`config.mk`:
```
export PLATFORM = sky130hd
export DESIGN_NAME = mux_4x_scan_ctrl
export DESIGN_NICKNAME = d
export VERILOG_FILES = /design/src/rtl/mux_4x_scan_ctrl.sv
export SDC_FILE = /design/constraint.sdc
export NUM_CORES = 1
export LEC_CHECK = 0
export CAP_MARGIN = 25
export CORE_UTILIZATION = 34
export DETAILED_ROUTE_END_ITERATION = 10
export HOLD_SLACK_MARGIN = 0.06
export PLACE_DENSITY = 0.68
export SYNTH_ARGS = -nofsm -noshare
export SYNTH_HDL_FRONTEND = slang
export SYNTH_SLANG_ARGS = --single-unit
```
`constraint.sdc`:
```
create_clock -name clk -period 2.25 [get_ports clk]
set_input_delay 0.45 -clock clk [delete_from_list [all_inputs] [get_ports clk]]
set_output_delay 0.45 -clock clk [all_outputs]
set_load 0.05 [all_outputs]
```
`src/rtl/mux_4x_scan_ctrl.sv`:
```
// mux_4x_scan_ctrl: round-robin scan controller for a shared 4:1 N-bit mux
// and seven-segment display bus. All outputs are registered.
//
// Ports:
//   clk      - system clock, rising edge
//   rst_n    - synchronous active-low reset
//   en       - scan enable (0 returns to IDLE)
//   mask     - per-channel enable, bit i enables channel i
//   a,b,c,d  - channel 0..3 data, N bits
//   sel      - current channel index
//   y        - data of the selected channel, aligned with sel
//   dig_en_n - active-low one-hot digit enable
//   tick     - high in the first cycle of each new slot
//
// Optional macro SCAN_BLANK_EN: blanks dig_en_n during the first cycle of
// every slot (requires DIV >= 2).
module mux_4x_scan_ctrl #(
  parameter  int N     = 8,
  parameter  int DIV   = 4,
  localparam int DIV_W = $clog2(DIV) + 1
) (
  input  logic         clk,
  input  logic         rst_n,
  input  logic         en,
  input  logic [3:0]   mask,
  input  logic [N-1:0] a,
  input  logic [N-1:0] b,
  input  logic [N-1:0] c,
  input  logic [N-1:0] d,
  output logic [1:0]   sel,
  output logic [N-1:0] y,
  output logic [3:0]   dig_en_n,
  output logic         tick
);

`ifdef SCAN_BLANK_EN
  localparam bit BLANK = 1'b1;
  if (DIV < 2) begin : g_div_chk
    $error("SCAN_BLANK_EN needs DIV >= 2");
  end
`else
  localparam bit BLANK = 1'b0;
`endif

  typedef enum logic {IDLE, SCAN} state_t;

  state_t           state_q, state_d;
  logic [DIV_W-1:0] presc_q, presc_d;
  logic [1:0]       sel_q, sel_d;
  logic [N-1:0]     y_q, y_d;
  logic [3:0]       dig_q, dig_d;
  logic             tick_q, tick_d;
  logic [1:0]       nxt;

  // First enabled index among cur+1, cur+2, cur+3, cur (mod 4).
  // From cur=3 this is also the lowest set mask bit.
  function automatic logic [1:0] next_idx(
    input logic [1:0] cur,
    input logic [3:0] m
  );
    logic [1:0] idx;
    next_idx = cur;
    for (int k = 3; k >= 1; k--) begin
      idx = cur + 2'(k);
      if (m[idx]) next_idx = idx;
    end
  endfunction

  function automatic logic [N-1:0] pick(input logic [1:0] s);
    logic [N-1:0] v;
    unique case (s)
      2'd0:    v = a;
      2'd1:    v = b;
      2'd2:    v = c;
      default: v = d;
    endcase
    return v;
  endfunction

  always_comb begin
    state_d = state_q;
    presc_d = presc_q;
    sel_d   = sel_q;
    y_d     = '0;
    dig_d   = 4'b1111;
    tick_d  = 1'b0;
    nxt     = '0;
    unique case (state_q)
      IDLE: begin
        presc_d = '0;
        if (en && (mask != 4'b0000)) begin
          state_d = SCAN;
          sel_d   = next_idx(2'd3, mask);
          tick_d  = 1'b1;
        end
      end
      default: begin
        if (!en || (mask == 4'b0000)) begin
          state_d = IDLE;
          presc_d = '0;
        end else begin
          nxt = next_idx(sel_q, mask);
          // A masked current channel abandons its slot at once.
          if (!mask[sel_q] ||
              presc_q == DIV_W'(DIV - 1)) begin
            sel_d   = nxt;
            presc_d = '0;
            tick_d  = 1'b1;
          end else begin
            presc_d = presc_q + DIV_W'(1);
          end
        end
      end
    endcase
    if (state_d == SCAN) begin
      y_d = pick(sel_d);
      if (!(BLANK && presc_d == '0))
        dig_d = ~(4'b0001 << sel_d);
    end
  end

  always_ff @(posedge clk) begin
    if (!rst_n) begin
      state_q <= IDLE;
      presc_q <= '0;
      sel_q   <= 2'b00;
      y_q     <= '0;
      dig_q   <= 4'b1111;
      tick_q  <= 1'b0;
    end else begin
      state_q <= state_d;
      presc_q <= presc_d;
      sel_q   <= sel_d;
      y_q     <= y_d;
      dig_q   <= dig_d;
      tick_q  <= tick_d;
    end
  end

  assign sel      = sel_q;
  assign y        = y_q;
  assign dig_en_n = dig_q;
  assign tick     = tick_q;

endmodule
```
# ---- Yosys cells after proc, flatten, opt, wreduce, memory -nomap -nowiden
# Index checks and enable logic that the tools add are counted.
dict set report op_classes {
  n_lt_le_gt_ge 4
  eq_ne 3
  n_mux 25
  n_reduce_logical 10
  addsub 4
  n_bitwise 3
  shift 1
}
# op n
set ops {}
lappend ops {{8-bit one-hot mux with 3 select lines} 1}
lappend ops {{2-bit 2-to-1 mux} 9}
lappend ops {{2-bit by 3-bit < comparator with 1-bit output, second input constant} 4}
lappend ops {{1-bit 2-to-1 mux} 11}
lappend ops {{1-bit binary-select mux with 2-bit select} 4}
lappend ops {{2-bit adder, second input constant} 2}
lappend ops {{4-bit zero test} 1}
lappend ops {{4-bit inverter} 1}
lappend ops {{4-bit nonzero test} 1}
lappend ops {{4-bit OR reduction} 1}
lappend ops {{1-bit by 2-bit << shifter with 4-bit output, first input constant} 1}
lappend ops {{3-bit by 1-bit adder with 3-bit output, second input constant} 1}
lappend ops {{3-bit by 2-bit equality test with 1-bit output, second input constant} 1}
lappend ops {{2-bit by 1-bit adder with 2-bit output, second input constant} 1}
lappend ops {{2-bit by 1-bit equality test with 1-bit output, second input constant} 1}
lappend ops {{2-bit equality test, second input constant} 1}
lappend ops {{1-bit zero test} 2}
lappend ops {{2-bit zero test} 1}
lappend ops {{1-bit logical OR} 2}
lappend ops {{1-bit inverter} 2}
lappend ops {{2-bit AND reduction} 1}
lappend ops {{1-bit logical AND} 1}
dict set report word_totals {
  regBits 19
}

# ---- Depth between registers and ports, before layout
dict set report logic_depth {
  ltp_word 11
  ltp_mapped 8
}

# ---- Worst setup path after synthesis
# No wires, ideal clock.
dict set report synth_timing {
  path_kind {register to register}
  startpoint {reg sel_q[0], in the netlist sel[0]}
  endpoint {reg y_q[0], in the netlist y[0]}
  required_ns 2.129
  t_arrival_ns 2.208
  setup_ns 0.121
  slack_ns -0.079
  path_buffers 2
  period_less_slack_ns 2.329
  stages_incl_launch_ff 9
  path_cell_list {dfxtp_1 buf_2 mux2i_1 nor3b_2 nor2_1 mux2i_1 a21oi_1 buf_2 mux2_2}
}
dict set report synth_via {
  elab_chain_cells 11
  word_cells_on_any_way 24
  classes_between {add/sub (3); eq/ne (2); mux (16); reduce/logical (3)}
}
# element line_no
set synth_rtl {}
lappend synth_rtl {{start: declaration} 49} ;# logic [1:0] sel_q, sel_d;
lappend synth_rtl {{start signal: assignment} 133} ;# sel_q <= sel_d;
lappend synth_rtl {{2-bit adder} 64} ;# idx = cur + 2'(k);
lappend synth_rtl {{1-bit binary-select mux with 2-bit select} 65} ;# if (m[idx]) next_idx = idx;
lappend synth_rtl {{1-bit 2-to-1 mux (implied by the code)} 65}
lappend synth_rtl {{2-bit 2-to-1 mux (3 in series)} 65}
lappend synth_rtl {{2-bit 2-to-1 mux} 104} ;# if (!mask[sel_q] ||
lappend synth_rtl {{2-bit 2-to-1 mux} 98} ;# if (!en || (mask == 4'b0000)) begin
lappend synth_rtl {{2-bit 2-to-1 mux *} 88} ;# unique case (state_q)
lappend synth_rtl {{2-bit equality test, or another cell as far along} 71} ;# unique case (s)
lappend synth_rtl {{8-bit one-hot mux with 3 select lines *} 71}
lappend synth_rtl {{end signal: assignment} 134} ;# y_q <= y_d;
lappend synth_rtl {{end: declaration} 50} ;# logic [N-1:0] y_q, y_d;
# Mark *: on every way between the ends. The rest lies on a longest branch, timed or not. The select of a mux whose other input is x is not followed.
# A chain may end at the register's enable or synchronous reset.

# ---- Worst setup path in the final report
dict set report layout_timing {
  startpoint {in mask[3]}
  endpoint {reg y_q[7], in the netlist y[7]}
}
dict set report layout_via {
  elab_chain_cells 10
  word_cells_on_any_way 29
  classes_between {eq/ne (2); mux (19); reduce/logical (8)}
}
# element line_no
set layout_rtl {}
lappend layout_rtl {{start: declaration} 25} ;# input logic [3:0] mask,
lappend layout_rtl {{1-bit binary-select mux with 2-bit select} 65}
lappend layout_rtl {{1-bit 2-to-1 mux (implied by the code)} 65}
lappend layout_rtl {{2-bit 2-to-1 mux (3 in series)} 65}
lappend layout_rtl {{2-bit 2-to-1 mux} 104}
lappend layout_rtl {{2-bit 2-to-1 mux} 98}
lappend layout_rtl {{2-bit 2-to-1 mux} 88}
lappend layout_rtl {{2-bit equality test, or another cell as far along} 71}
lappend layout_rtl {{8-bit one-hot mux with 3 select lines} 71}
# Parallel ways exist; a longest one is shown, timed or not. The select of a mux whose other input is x is not followed.

==> out/metrics.cfg <==
[worst_setup_path]
crit_arrival_ns=2.37
cp.required_ns=2.46
path_class=in2reg
slowest_delay_ns=0.49
r2r_end=y[7]$_SDFF_PN0_
crit_path_max_fanout=7
critical_path.cell_chain=dlygate4sd2_1 -> o41a_1 -> o31ai_4 -> nor4_2 -> buf_4 -> a211oi_4 -> buf_4 -> buf_16 -> mux2i_1 -> mux2_2
reg2regPathDepth=10
end_kind=flop
cpMostUsedCell=buf_4
r2r_slack_ns=0.12
startpoint_type=input pin
r2r_start=presc_q[0]$_SDFF_PP0_
cp_slowest_cell=o41a_1

[min_path]
holdPathEnd=presc_q[0]$_SDFF_PP0_
min_path_type=reg2reg
min_from=presc_q[0]$_SDFF_PP0_
hold_depth=1

[cts]
clkSlewWorstSetupHoldPaths_ns=0.11
numCtsBuffers=3
clk_path_buf_depth=2
clock_insertion_delay_worst_skew_ns=0.30
cts.htree.levels=1
cts_tree=yes
cts_sinks=19
ctsRootBufferMaster=clkbuf_4
cts_hold_buf=0

[sta]
clock_skew_ns=0.0113
drv_slew=0
hold_slack_ns=0.448
setup_viol=0
tns_ns=0
timing.fmax_mhz=462
worstMarginPinSlew_ns=0.514
hold_violations=0
fin_crit_ns=2.16
slew_headroom_pct=65.6
period_share_pct=96.2

[place]
dpl.hpwl_mm=2.26
io_buffers=53
placed_cells=242
gp_congestion=0.803

[power]
pwr-share-clk_pct=19.3
netSwitchingFraction_pct=32.0
intPower_mw=0.606
p_seq_share_pct=41.8
powerDensity_nw_per_um2=456
power_leakage_nw=0.893
power_switching_mw=0.285
p_comb_share_pct=38.9
peakVddDrop_mv=0.205
p_total_mw=0.891

[layout]
regArea_um2=383
final_nets=248
final_cells=250
final.fill_count=298
post_route_cells_drive_above_1_share_pct=22.8
synthToLayoutAreaGrowth_pct=69.0
multi_input_area_um2=729
final_util_pct=62.5
antennaDiodeCount=0

[synthesis]
synth-edff-count=0
synth_seq_area_share_pct=32.9
yosysWarnings=0
ys_ff_latch=19
syn_area_um2=1160
synth.avg_cell_area_um2=8.38
synthesis.instances=138
synthesis.nets=179
synthArstFlopShare_pct=0
ys.flop_type=dfxtp_1
synth_cell_type_count=36

[route]
drc=0
wl_per_cell_um=11.9
ant_nets=0
avgViaCountPerCell=4.71
via_count=1177
drt_wl_total_mm=2.97
drt_iter0_drc=50
firstDrtPassIters=2

[die]
row_count=20
initial_core_util_pct=37.0
die_h_um=60.3
io_pins=54
die-width_um=60.3
core_area_um2=3130
dieArea_um2=3640

[status]
run_status=complete, no violations

[global_routing]
grt_util_all_layers_pct=17.2
grt_pass1_wl_mm=4.75
overflow=0
grt_max_degree=35
grt_pass1_vias=1123
antenna_found_initial=0

[run]
drv_cap=0

[synth_stat cells (2+ instances only)]
library cell / count / area (um^2)
clkbuf_1: 3 / 11.3
nand3_1: 2 / 10.0
or3_1: 2 / 12.5
buf_6: 2 / 22.5
mux2i_1: 19 / 190
nand2b_1: 2 / 12.5
dfxtp_1: 19 / 380
nor3_1: 2 / 10.0
ha_1: 2 / 25.0
buf_2: 6 / 30.0
a21boi_0: 2 / 15.0
nor2_1: 6 / 22.5
nand2_1: 36 / 135
a21oi_1: 4 / 20.0
mux2_2: 8 / 90.1
inv_1: 3 / 11.3
[worst max-delay path: cells and delay by family]
kind	cells	cell delay, ns
compound gates	3	0.78
buf+inv	4	0.74
mux	2	0.34
simple gates	1	0.06
[power by group through the flow]
| stage | combinational [mW] | sequential (mW) | clock (mW) |
|---|---|---|---|
| floorplan | 0.119 | 0.435 | 0 |
| global placement | 0.324 | 0.379 | 0 |
| detailed placement | 0.327 | 0.379 | 0 |
| CTS | 0.339 | 0.372 | 0.176 |
| global route | 0.369 | 0.375 | 0.196 |
| finish | 0.346 | 0.373 | 0.172 |
[cell type report]
type	instances	area share [%]
timing repair buffer	77	38.1
multi-input combinational	102	37.3
sequential	19	19.6
tap	44	2.82
clock buffer	3	1.15
inverter	4	0.768
clock inverter	1	0.256
[kinds of logic after synthesis]
kind of cell               Yosys count  synth area share (%)
DFF                                 19                  32.9
and+or+nand+nor                     56                  21.5
buffers and inverters               17                  7.79
AOI/OAI and AO/OA                   17                  11.4
muxes                               27                  24.2
adders and majority gates            2                  2.16
[cell usage in the layout, fill, tap and decap left out, types with 2 or more instances in the layout]
cell	instances
nand2_1	36
clkdlybuf4s50_1	48
buf_4	21
nor2_1	6
nand2b_1	2
a21oi_1	3
nand3_1	2
a21boi_0	2
dfxtp_2	2
mux2_2	8
inv_1	3
dlygate4sd2_1	4
dfxtp_1	17
clkbuf_4	3
mux2i_1	18
or3_1	2
[timing repair]
action | CTS | global route
cloned | 1 | 0
pin swaps | 3 | 3
buffers inserted | 1 | 2
setup endpoints to repair | 9 | 11
gates resized for setup | 6 | 9
[through the flow]
stage / setup slack (ns) / area, um^2
after floorplan: 0.0558 / 1160
after global placement: -0.411 / 1840
after detailed placement: -0.450 / 1840
after CTS: 0.000480 / 1910
after global routing: -0.00563 / 1950
final: 0.0860 / 1950
[registers in the layout, indices dropped and copies added, names as in the netlist]
name,flops
y,8
dig_en_n,4
presc_q,3
sel,2
state_q,1
tick,1
[worst max path at each step]
stage                     startpoint         endpoint  slack [ns]  depth (start not counted)
2_1_floorplan                mask[0]  y[0]$_SDFF_PN0_        0.06                          8
3_3_place_gp                 mask[2]  y[7]$_SDFF_PN0_       -0.41                          8
3_5_place_dp                 mask[2]  y[2]$_SDFF_PN0_       -0.45                          8
4_1_cts                           en  y[2]$_SDFF_PN0_      0.0005                         10
5_1_grt        presc_q[0]$_SDFF_PP0_  y[3]$_SDFF_PN0_      -0.006                         10
6_report                     mask[3]  y[7]$_SDFF_PN0_        0.09                         10
[routing by layer]
metal | GRT usage [%] | vias up | part of all wire (%)
met2 | 31.2 | 42 | 50
met3 | 4.33 | 2 | 7.8
met1 | 19.6 | 529 | 41
met5 | 0 | - | 0
met4 | 4.98 | 0 | 0.91
li1 | - | 604 | -
No activity file was read; power rests on OpenSTA's default activity.
